## config.mk

```make
export PLATFORM = sky130hd
export DESIGN_NAME = arm_decoder
export DESIGN_NICKNAME = d
export VERILOG_FILES = /design/src/rtl/arm_pkg.sv /design/src/rtl/arm_alu_decoder.sv /design/src/rtl/arm_decoder.sv
export SDC_FILE = /design/constraint.sdc
export NUM_CORES = 1
export LEC_CHECK = 0
export ABC_AREA = 1
export CORE_AREA = 2 2 39 41
export DETAILED_ROUTE_END_ITERATION = 6
export DIE_AREA = 0 0 41 43
export DONT_BUFFER_PORTS = 1
export GPL_TIMING_DRIVEN = 0
export PLACE_DENSITY = 0.67
export SYNTH_ARGS = -nofsm -noshare
export SYNTH_HDL_FRONTEND = slang
export SYNTH_SLANG_ARGS = --single-unit
```

## constraint.sdc

```tcl
create_clock -name clk -period 1 [get_ports clk]
set_clock_uncertainty 0.05 [all_clocks]
set_input_delay 0 -clock clk [delete_from_list [all_inputs] [get_ports clk]]
set_output_delay 0 -clock clk [all_outputs]
set_load 0.02 [all_outputs]
```

## src/rtl/arm_pkg.sv

```systemverilog
// Shared encodings, widths and control payload for the ARM-subset decoder.
// Optional illegal-instruction detection is enabled with DECODER_ILLEGAL_EN.
package arm_pkg;

   localparam int unsigned OP_W      = 2;
   localparam int unsigned FUNCT_W   = 6;
   localparam int unsigned RD_W      = 4;
   localparam int unsigned CMD_W     = 4;
   localparam int unsigned IMM_SRC_W = 2;
   localparam int unsigned REG_SRC_W = 2;
   localparam int unsigned ALU_CTL_W = 2;
   localparam int unsigned FLAG_W_W  = 2;

   localparam logic [OP_W-1:0] OP_DP  = 2'b00;
   localparam logic [OP_W-1:0] OP_MEM = 2'b01;
   localparam logic [OP_W-1:0] OP_BR  = 2'b10;

   localparam logic [CMD_W-1:0] CMD_AND = 4'b0000;
   localparam logic [CMD_W-1:0] CMD_SUB = 4'b0010;
   localparam logic [CMD_W-1:0] CMD_ADD = 4'b0100;
   localparam logic [CMD_W-1:0] CMD_ORR = 4'b1100;
   localparam logic [CMD_W-1:0] CMD_CMP = 4'b1010;

   localparam logic [ALU_CTL_W-1:0] ALU_ADD = 2'b00;
   localparam logic [ALU_CTL_W-1:0] ALU_SUB = 2'b01;
   localparam logic [ALU_CTL_W-1:0] ALU_AND = 2'b10;
   localparam logic [ALU_CTL_W-1:0] ALU_ORR = 2'b11;

   localparam logic [IMM_SRC_W-1:0] IMM_8  = 2'b00;
   localparam logic [IMM_SRC_W-1:0] IMM_12 = 2'b01;
   localparam logic [IMM_SRC_W-1:0] IMM_24 = 2'b10;

   localparam logic [RD_W-1:0] R15 = 4'b1111;

   // Main-decoder control bundle, in the column order of the decode table.
   typedef struct packed {
      logic [REG_SRC_W-1:0] reg_src;
      logic [IMM_SRC_W-1:0] imm_src;
      logic                 alu_src;
      logic                 mem_to_reg;
      logic                 reg_w;
      logic                 mem_w;
      logic                 branch;
      logic                 alu_op;
   } main_ctrl_t;

   function automatic logic cmd_supported(input logic [CMD_W-1:0] cmd);
      return (cmd == CMD_AND) || (cmd == CMD_SUB) || (cmd == CMD_ADD) ||
             (cmd == CMD_ORR) || (cmd == CMD_CMP);
   endfunction

endpackage

```

## src/rtl/arm_alu_decoder.sv

```systemverilog
// Combinational ALU decode: maps cmd/S of data-processing instructions to
// ALU operation, flag-write enables and the compare NoWrite indication.
module arm_alu_decoder
   import arm_pkg::*;
(
   input  logic                 ALUOp,
   input  logic [4:0]           Funct,
   output logic [ALU_CTL_W-1:0] ALUControl,
   output logic [FLAG_W_W-1:0]  FlagW,
   output logic                 NoWrite
);

   logic [CMD_W-1:0] cmd;
   logic             s;

   assign cmd = Funct[4:1];
   assign s   = Funct[0];

   // Arithmetic ops update all flags on S; logical ops update only N,Z.
   always_comb begin
      ALUControl = ALU_ADD;
      FlagW      = '0;
      NoWrite    = 1'b0;
      if (ALUOp) begin
         unique case (cmd)
            CMD_ADD: begin
               ALUControl = ALU_ADD;
               FlagW      = s ? 2'b11 : 2'b00;
            end
            CMD_SUB: begin
               ALUControl = ALU_SUB;
               FlagW      = s ? 2'b11 : 2'b00;
            end
            CMD_AND: begin
               ALUControl = ALU_AND;
               FlagW      = s ? 2'b10 : 2'b00;
            end
            CMD_ORR: begin
               ALUControl = ALU_ORR;
               FlagW      = s ? 2'b10 : 2'b00;
            end
            CMD_CMP: begin
               ALUControl = ALU_SUB;
               FlagW      = 2'b11;
               NoWrite    = 1'b1;
            end
            default: begin
               ALUControl = ALU_ADD;
               FlagW      = '0;
               NoWrite    = 1'b0;
            end
         endcase
      end
   end

endmodule

```

## src/rtl/arm_decoder.sv

```systemverilog
// Registered control decoder for the single-cycle ARM-subset datapath.
// Define DECODER_ILLEGAL_EN to add the Illegal output and squash side effects.
module arm_decoder
   import arm_pkg::*;
(
   input  logic                 clk,
   input  logic                 reset,
   input  logic [OP_W-1:0]      Op,
   input  logic [FUNCT_W-1:0]   Funct,
   input  logic [RD_W-1:0]      Rd,
   output logic                 PCS,
   output logic                 RegW,
   output logic                 MemW,
   output logic                 MemToReg,
   output logic                 ALUSrc,
   output logic                 NoWrite,
   output logic [IMM_SRC_W-1:0] ImmSrc,
   output logic [REG_SRC_W-1:0] RegSrc,
   output logic [ALU_CTL_W-1:0] ALUControl,
   output logic [FLAG_W_W-1:0]  FlagW
`ifdef DECODER_ILLEGAL_EN
   ,
   output logic                 Illegal
`endif
);

   main_ctrl_t           ctrl_c;
   logic [ALU_CTL_W-1:0] alu_ctl_c;
   logic [FLAG_W_W-1:0]  flag_w_c;
   logic                 no_write_c;
   logic                 pcs_c;
   logic                 reg_w_c;
   logic                 mem_w_c;
   logic [FLAG_W_W-1:0]  flag_w_out_c;

   // Main decode by instruction class; Op=11 leaves every control at 0.
   always_comb begin
      ctrl_c = '0;
      unique case (Op)
         OP_DP: begin
            ctrl_c.alu_src = Funct[5];
            ctrl_c.reg_w   = 1'b1;
            ctrl_c.alu_op  = 1'b1;
         end
         OP_MEM: begin
            ctrl_c.imm_src = IMM_12;
            ctrl_c.alu_src = 1'b1;
            if (Funct[0]) begin
               ctrl_c.mem_to_reg = 1'b1;
               ctrl_c.reg_w      = 1'b1;
            end else begin
               ctrl_c.reg_src = 2'b10;
               ctrl_c.mem_w   = 1'b1;
            end
         end
         OP_BR: begin
            ctrl_c.reg_src = 2'b01;
            ctrl_c.imm_src = IMM_24;
            ctrl_c.alu_src = 1'b1;
            ctrl_c.branch  = 1'b1;
         end
         default: ctrl_c = '0;
      endcase
   end

   arm_alu_decoder u_alu_dec (
      .ALUOp      (ctrl_c.alu_op),
      .Funct      (Funct[4:0]),
      .ALUControl (alu_ctl_c),
      .FlagW      (flag_w_c),
      .NoWrite    (no_write_c)
   );

   // PC is redirected by branches and by any register write targeting R15.
   assign pcs_c = ((Rd == R15) && ctrl_c.reg_w) || ctrl_c.branch;

`ifdef DECODER_ILLEGAL_EN
   logic illegal_c;

   assign illegal_c    = (Op == 2'b11) ||
                         ((Op == OP_DP) && !cmd_supported(Funct[4:1]));
   assign reg_w_c      = ctrl_c.reg_w & ~illegal_c;
   assign mem_w_c      = ctrl_c.mem_w & ~illegal_c;
   assign flag_w_out_c = illegal_c ? '0 : flag_w_c;

   always_ff @(posedge clk) begin
      if (reset) Illegal <= 1'b0;
      else       Illegal <= illegal_c;
   end
`else
   logic illegal_c;

   assign illegal_c    = 1'b0;
   assign reg_w_c      = ctrl_c.reg_w;
   assign mem_w_c      = ctrl_c.mem_w;
   assign flag_w_out_c = flag_w_c;
`endif

   always_ff @(posedge clk) begin
      if (reset) begin
         PCS        <= 1'b0;
         RegW       <= 1'b0;
         MemW       <= 1'b0;
         MemToReg   <= 1'b0;
         ALUSrc     <= 1'b0;
         NoWrite    <= 1'b0;
         ImmSrc     <= '0;
         RegSrc     <= '0;
         ALUControl <= '0;
         FlagW      <= '0;
      end else begin
         PCS        <= pcs_c & ~illegal_c;
         RegW       <= reg_w_c;
         MemW       <= mem_w_c;
         MemToReg   <= ctrl_c.mem_to_reg;
         ALUSrc     <= ctrl_c.alu_src;
         NoWrite    <= no_write_c;
         ImmSrc     <= ctrl_c.imm_src;
         RegSrc     <= ctrl_c.reg_src;
         ALUControl <= alu_ctl_c;
         FlagW      <= flag_w_out_c;
      end
   end

endmodule

```

==> results by group, run 1 <==
Status
  – Outcome: finished clean

Clocking
  – TritonCTS Buffers: 3
  – Clock Root Buffer: clkbuf_4
  – Clk buf depth: 2
  – Clk slew on worst S/H paths: ~70 ps
  – CTS H-tree lvls: 1
  – Clock tree sinks: 13
  – CTS tree: built

Critical path
  – Crit-path max FO: 2
  – Worst path arrival time: around 890 ps
  – Buffers & Inverters on Critical Path: 1
  – Nature of the critical path endpoint: primary output
  – Crit path cell chain: buf_4
  – Critical Path Slowest Stage Cell: dfxtp_1
  – CP delay by family, top: flip-flops
  – Worst setup SP type: flop
  – WS Path Type: reg2out
  – CP peak stage delay: about 440 ps
  – CP required: around 950 ps

GRT
  – Largest net degree at the start of global routing: 9
  – Remaining Overflow, GRT: 0
  – Global-route wire length before repair: roughly 1700 um
  – Total GRT Usage: 13.87%
  – Vias in the first global route: 429
  – Initial antenna violation count: 0

Yosys
  – Netlist Area Pre-Place: about 560 sq um
  – Cell count after synthesis: 70
  – Synth Net Count: 89
  – Unique masters post-synth: 15
  – Leading area contributor after synthesis: dfxtp_1
  – Yosys warnings: 0
  – Most area-consuming cells after synthesis: dfxtp_1, ha_1, nand2_1
  – Synth Register Bits: 13
  – Register area share after synthesis: a little under half
  – Post-synthesis average cell area: between 7 and 8 sq um
  – Top-area cell type share of the netlist area: between 40% and 50%

Final layout
  – Layout cells sized above 1: between 10 and 15%
  – N_diodes: 0
  – Area of the multi-input gates: 239.0 sq um
  – Area Overhead vs Synth: 32.43%
  – FF+latch area: between 200 and 300 sq um
  – Nets: 107
  – Fillers: 138

STA
  – Setup violators final: 0
  – Setup tns final: 0 ps
  – Slew Viols, Final: 0
  – Final Hold Fails: 0
  – Setup ws final: between 60 and 70 ps
  – Fmax achieved: between 1 and 1.5 GHz
  – Final min period: between 900 and 1000 ps
  – Period utilisation layout: between 90% and 100%
  – Worst-Margin Slew: 272.2 ps
  – Worst rel slew slack: about four fifths
  – RSZ-0062 raised after global routing: no

Floorplan
  – Row cnt: 14
  – I/O pins: 28
  – Core ar.: around 0.0014 sq mm
  – Initial Utilization: between 40 and 50%
  – Die height: 43 um
  – Full die area: between 0.0015 and 0.002 sq mm
  – Overall die width: about 40 um

Detailed routing
  – WL/cell: 9.641 um
  – Number of routed nets with antenna violations: 0
  – Initial DRC count: 6
  – Total number of vias: ~460
  – First drt pass iteration count: 4
  – Drt drc: 0
  – Via/cell ratio: around 4.4
  – Routed WL: 993 um

Placement
  – DP HPWL: about 690 um
  – Pre-CTS worst setup slack: 212.6 ps
  – Final Wtd Congestion: between 0.8 and 0.9
  – IO Port Bufs: 0

Worst hold path
  – Worst Hold Class: in2reg
  – Hold_sp: Op[0]
  – Hold Path Depth: 3
  – Hold EP: RegSrc[1]

Flow run
  – Max cap viols: 0

Power
  – Pwr per Cell Area: between 1000 and 1500 mW/mm^2
  – Leakage power total: around 0.38 nW
  – VDD IR max: 364.4 uV
==> flip-flops by register name (all words and copies together) (netlist names) <==
signal,count
MemW,1
RegSrc,2
ImmSrc,1
NoWrite,1
ALUSrc,1
ALUControl,2
MemToReg,1
RegW,1
FlagW,2
PCS,1
==> repair_timing <==
item                                    in CTS  in global routing
endpoints found under the hold margin       13                  0
hold buffers                                13                  0
endpoints found under the setup margin       0                  1
setup buffers                                0                  0
resized for setup                            0                  1
==> worst max path at each step <==
stage                         start        end  depth (start not counted)
final                     RegSrc[0]  RegSrc[0]                          1
after global routing      RegSrc[0]  RegSrc[0]                          1
after CTS                 RegSrc[0]  RegSrc[0]                          1
after detailed placement      Op[1]   FlagW[1]                          6
after global placement        Op[1]   FlagW[1]                          6
after floorplan               Op[1]   FlagW[1]                          6
==> cell type report <==
cell class	instances	area share (%)
sequential	13	35.37
buffer	1	1.020
tap	16	2.721
clock inverter	1	0.6803
clock buffer	3	3.061
timing repair buffer	13	18.03
inverter	13	6.633
multi-input combinational	43	32.48
==> routing by layer <==
| layer | up-vias | share of wire [%] | GRT usage, % |
|---|---|---|---|
| li1 | 244 | - | - |
| met1 | 195 | 40 | 14.52 |
| met2 | 16 | 54 | 23.44 |
| met3 | 0 | 6.0 | 3.141 |
| met4 | 0 | 0 | 8.000 |
| met5 | - | 0 | 0 |
==> cells in the final DEF, fill, tap and decap left out <==
cell and n:
nand2_1 14, dfxtp_1 13, dlygate4sd3_1 12, inv_1 11, nor2_1 9, ha_1 5
nand3_1 4, nor3_1 3, clkbuf_4 3, a21oi_1 2, inv_2 2, nor2_2 2
nand2_4 1, nand3_2 1, nand2_2 1, o21ai_1 1, buf_4 1, clkinv_2 1
dlymetal6s4s_1 1
==> metrics by stage <==
stage / cell area, sq um / instances / total power (W) / utilization, % / hold slack (ps)
floorplan: 555.5 / 70 / 0.0006316 / - / 21.26
global placement: 575.6 / 86 / 0.0006400 / 41.59 / 24.47
detailed placement: 575.6 / 86 / 0.0006432 / 41.59 / 24.50
CTS: 733.2 / 103 / 0.0009917 / 52.98 / 17.03
global route: 735.7 / 103 / 0.001053 / 53.16 / 32.75
finish: 735.7 / 103 / 0.0009860 / 53.16 / 23.62
==> kinds of logic after synthesis <==
kind of cell	after synthesis	synth area share, %
buf+inv	14	10.14
compound gates	3	2.702
fa+ha+maj	5	11.26
simple gates	35	29.05
flops	13	46.85
==> report_power, final <==
group          total, W  switching [W]  leakage (nW)  internal, W
Combinational  0.000125      0.0000641         0.260    0.0000611
Sequential     0.000560      0.0000261         0.106     0.000534
Clock          0.000301       0.000153        0.0177     0.000148
Total          0.000986       0.000243         0.384     0.000743
==> synthesized netlist by cell type <==
library cell,number
nand3_1,4
ha_1,5
nor2_1,9
buf_4,1
inv_1,11
nand3_2,1
nand2_4,1
o21ai_1,1
nor2_2,2
a21oi_1,2
nand2_2,1
nand2_1,14
nor3_1,3
inv_2,2
dfxtp_1,13
Note: power is estimated with default switching activity, not from simulation.
==> run 2: changes to the inputs <==
clock period = 1.01 ns   (was 1 ns; I/O delays follow)
==> run 2 against run 1 <==
  * Non-clock buffer count unchanged
  * Critical path depth increased by 5
  * First-iteration DRC count unchanged
  * Hold slack about the same
  * Sequential share of layout area increased by 0.12 points
  * Via count increased by 0.22%
  * Global-route usage unchanged
  * Critical endpoint is now FlagW[1]
==> results by group, run 2 (synthesis gave the netlist of run 1 again) <==
STA
  – Worst-Margin Slew: 263.1 ps (-9.146 ps)
  – Fmax achieved: 1.055 GHz
  – Final Hold Fails: 0 (unchanged)
  – Worst rel slew slack: 82.40% (+0.55 points)
  – RSZ-0062 raised after global routing: no
  – Final min period: ~950 ps
  – Slew Viols, Final: 0 (unchanged)
  – Setup tns final: 0 ps (unchanged)
  – Setup violators final: 0 (unchanged)
  – Period utilisation layout: approximately 94%

Final layout
  – Nets: 107 (unchanged)
  – Commonest non-fill, non-tap cell in the layout: nand2_1
  – Regs by FF count: ALUControl (2), FlagW (2), RegSrc (2)
  – N_diodes: 0 (unchanged)
  – Layout cells sized above 1: 13.79% (unchanged)
  – Area Overhead vs Synth: 31.98%
  – Commonest non-fill, non-tap cells in the layout: nand2_1, dfxtp_1, dlygate4sd3_1

Floorplan
  – Row cnt: 14 (unchanged)
  – I/O pins: 28 (unchanged)
  – Overall die width: 41 um (unchanged)
  – Initial Utilization: 40.14% (unchanged)
  – Full die area: 0.001763 sq mm (unchanged)
  – Core ar.: 0.001384 sq mm (unchanged)
  – Die height: 43 um (unchanged)

Placement
  – Final Wtd Congestion: 0.8270 (unchanged)
  – DP HPWL: 688.1 um (unchanged)
  – IO Port Bufs: 0 (unchanged)

Critical path
  – Crit path cell chain: dlygate4sd3_1 > inv_2 > nand2_4 > nor2_1 > nand3_1 > nand3_1
  – Critical Path Slowest Stage Cell: dlygate4sd3_1
  – WS Path Type: in2reg
  – Crit-path max FO: 7 (+5)
  – Worst path arrival time: 1050 ps (+160 ps)
  – Worst setup SP type: primary input
  – CP required: 1120 ps (+170 ps)
  – Most used cell, CP: nand3_1
  – CP peak stage delay: 680 ps (+240 ps)
  – Nature of the critical path endpoint: flop

Detailed routing
  – Total number of vias: 456 (+0.22%)
  – Routed WL: 988 um (-0.50%)
  – Number of routed nets with antenna violations: 0 (unchanged)
  – WL/cell: 9.592 um (-0.50%)
  – Drt drc: 0 (unchanged)
  – First drt pass iteration count: 4 (unchanged)
  – Via/cell ratio: 4.427 (+0.22%)
  – Initial DRC count: 6 (unchanged)

Status
  – Outcome: finished clean

Clocking
  – Clock tree sinks: 13 (unchanged)
  – CTS tree: built
  – Clock Root Buffer: clkbuf_4
  – TritonCTS Buffers: 3 (unchanged)
  – CTS H-tree lvls: 1 (unchanged)
  – Clk slew on worst S/H paths: 70 ps (about the same)
  – # Post-CTS Setup Buffers: 0 (unchanged)
  – Clk buf depth: 2 (unchanged)

Flow run
  – Max cap viols: 0 (unchanged)

Worst hold path
  – Hold Path Depth: 3 (unchanged)
  – Hold_sp: Op[0]
  – Hold EP: RegSrc[1]
  – Worst Hold Class: in2reg

Power
  – Pwr per Cell Area: 1328 mW/mm^2 (-0.93%)
  – Final Power: 0.0009735 W (-1.3%)
  – Leakage power total: 0.3752 nW (-2.3%)
  – VDD IR max: 360.8 uV (-0.99%)

GRT
  – Total GRT Usage: 13.87% (unchanged)
  – Initial antenna violation count: 0 (unchanged)
  – Global-route wire length before repair: 1662 um (unchanged)
  – Remaining Overflow, GRT: 0 (unchanged)
  – Vias in the first global route: 429 (unchanged)
  – Largest net degree at the start of global routing: 9 (unchanged)
-- run 2: worst max-delay path by stage --
stage | slack [ps] | depth (start not counted) | from | endpoint
2_1_floorplan | 310 | 6 | Op[1] | FlagW[1]
3_3_place_gp | 250 | 6 | Op[1] | FlagW[1]
3_5_place_dp | 220 | 6 | Op[1] | FlagW[1]
4_1_cts | 60 | 1 | RegSrc[0] | RegSrc[0]
5_1_grt | 6 | 6 | reset | FlagW[1]
6_report | 60 | 6 | reset | FlagW[1]
-- run 2: power breakdown --
part	total (W)	leakage [nW]	internal, W	switching (W)
combinational	0.000123	0.251	0.0000599	0.0000634
sequential	0.000554	0.106	0.000529	0.0000259
clock	0.000296	0.0177	0.000146	0.000149
-- run 2: what timing repair did --
item	in CTS	in global routing
endpoints found under the hold margin	13	0
gates resized for setup	0	0
hold buffers	13	0
-- run 2: area by class of cell --
| class | instances | area (sq um) |
|---|---|---|
| timing repair buffer | 13 | 130.1 |
| multi-input combinational | 43 | 239.0 |
| clock inverter | 1 | 5.005 |
| clock buffer | 3 | 22.52 |
| inverter | 13 | 48.80 |
| buffer | 1 | 7.507 |
| fill | 139 | 650.6 |
| tap | 16 | 20.02 |
| sequential | 13 | 260.3 |
-- run 2: critical path: cells and delay by family --
kind          cells  cell delay (ps)
simple gates      4              280
buf+inv           2              770
-- run 2: routing by layer --
metal / vias up / wire, um / track usage [%]
met2: 16 / 537 / 23.44
met5: - / 0 / 0
met3: 0 / 60 / 3.141
li1: 244 / - / -
met4: 0 / 0 / 8.000
met1: 196 / 390 / 14.52
-- run 2: through the flow --
step,cells,utilization (%),instance area [sq um],setup slack (ps),hold slack (ps)
after floorplan,70,-,555.5,313.0,21.26
after global placement,86,41.59,575.6,249.3,24.47
after detailed placement,86,41.59,575.6,222.6,24.50
after CTS,103,52.98,733.2,60.63,17.03
after global routing,103,52.98,733.2,6.076,32.75
final,103,52.98,733.2,62.37,23.62
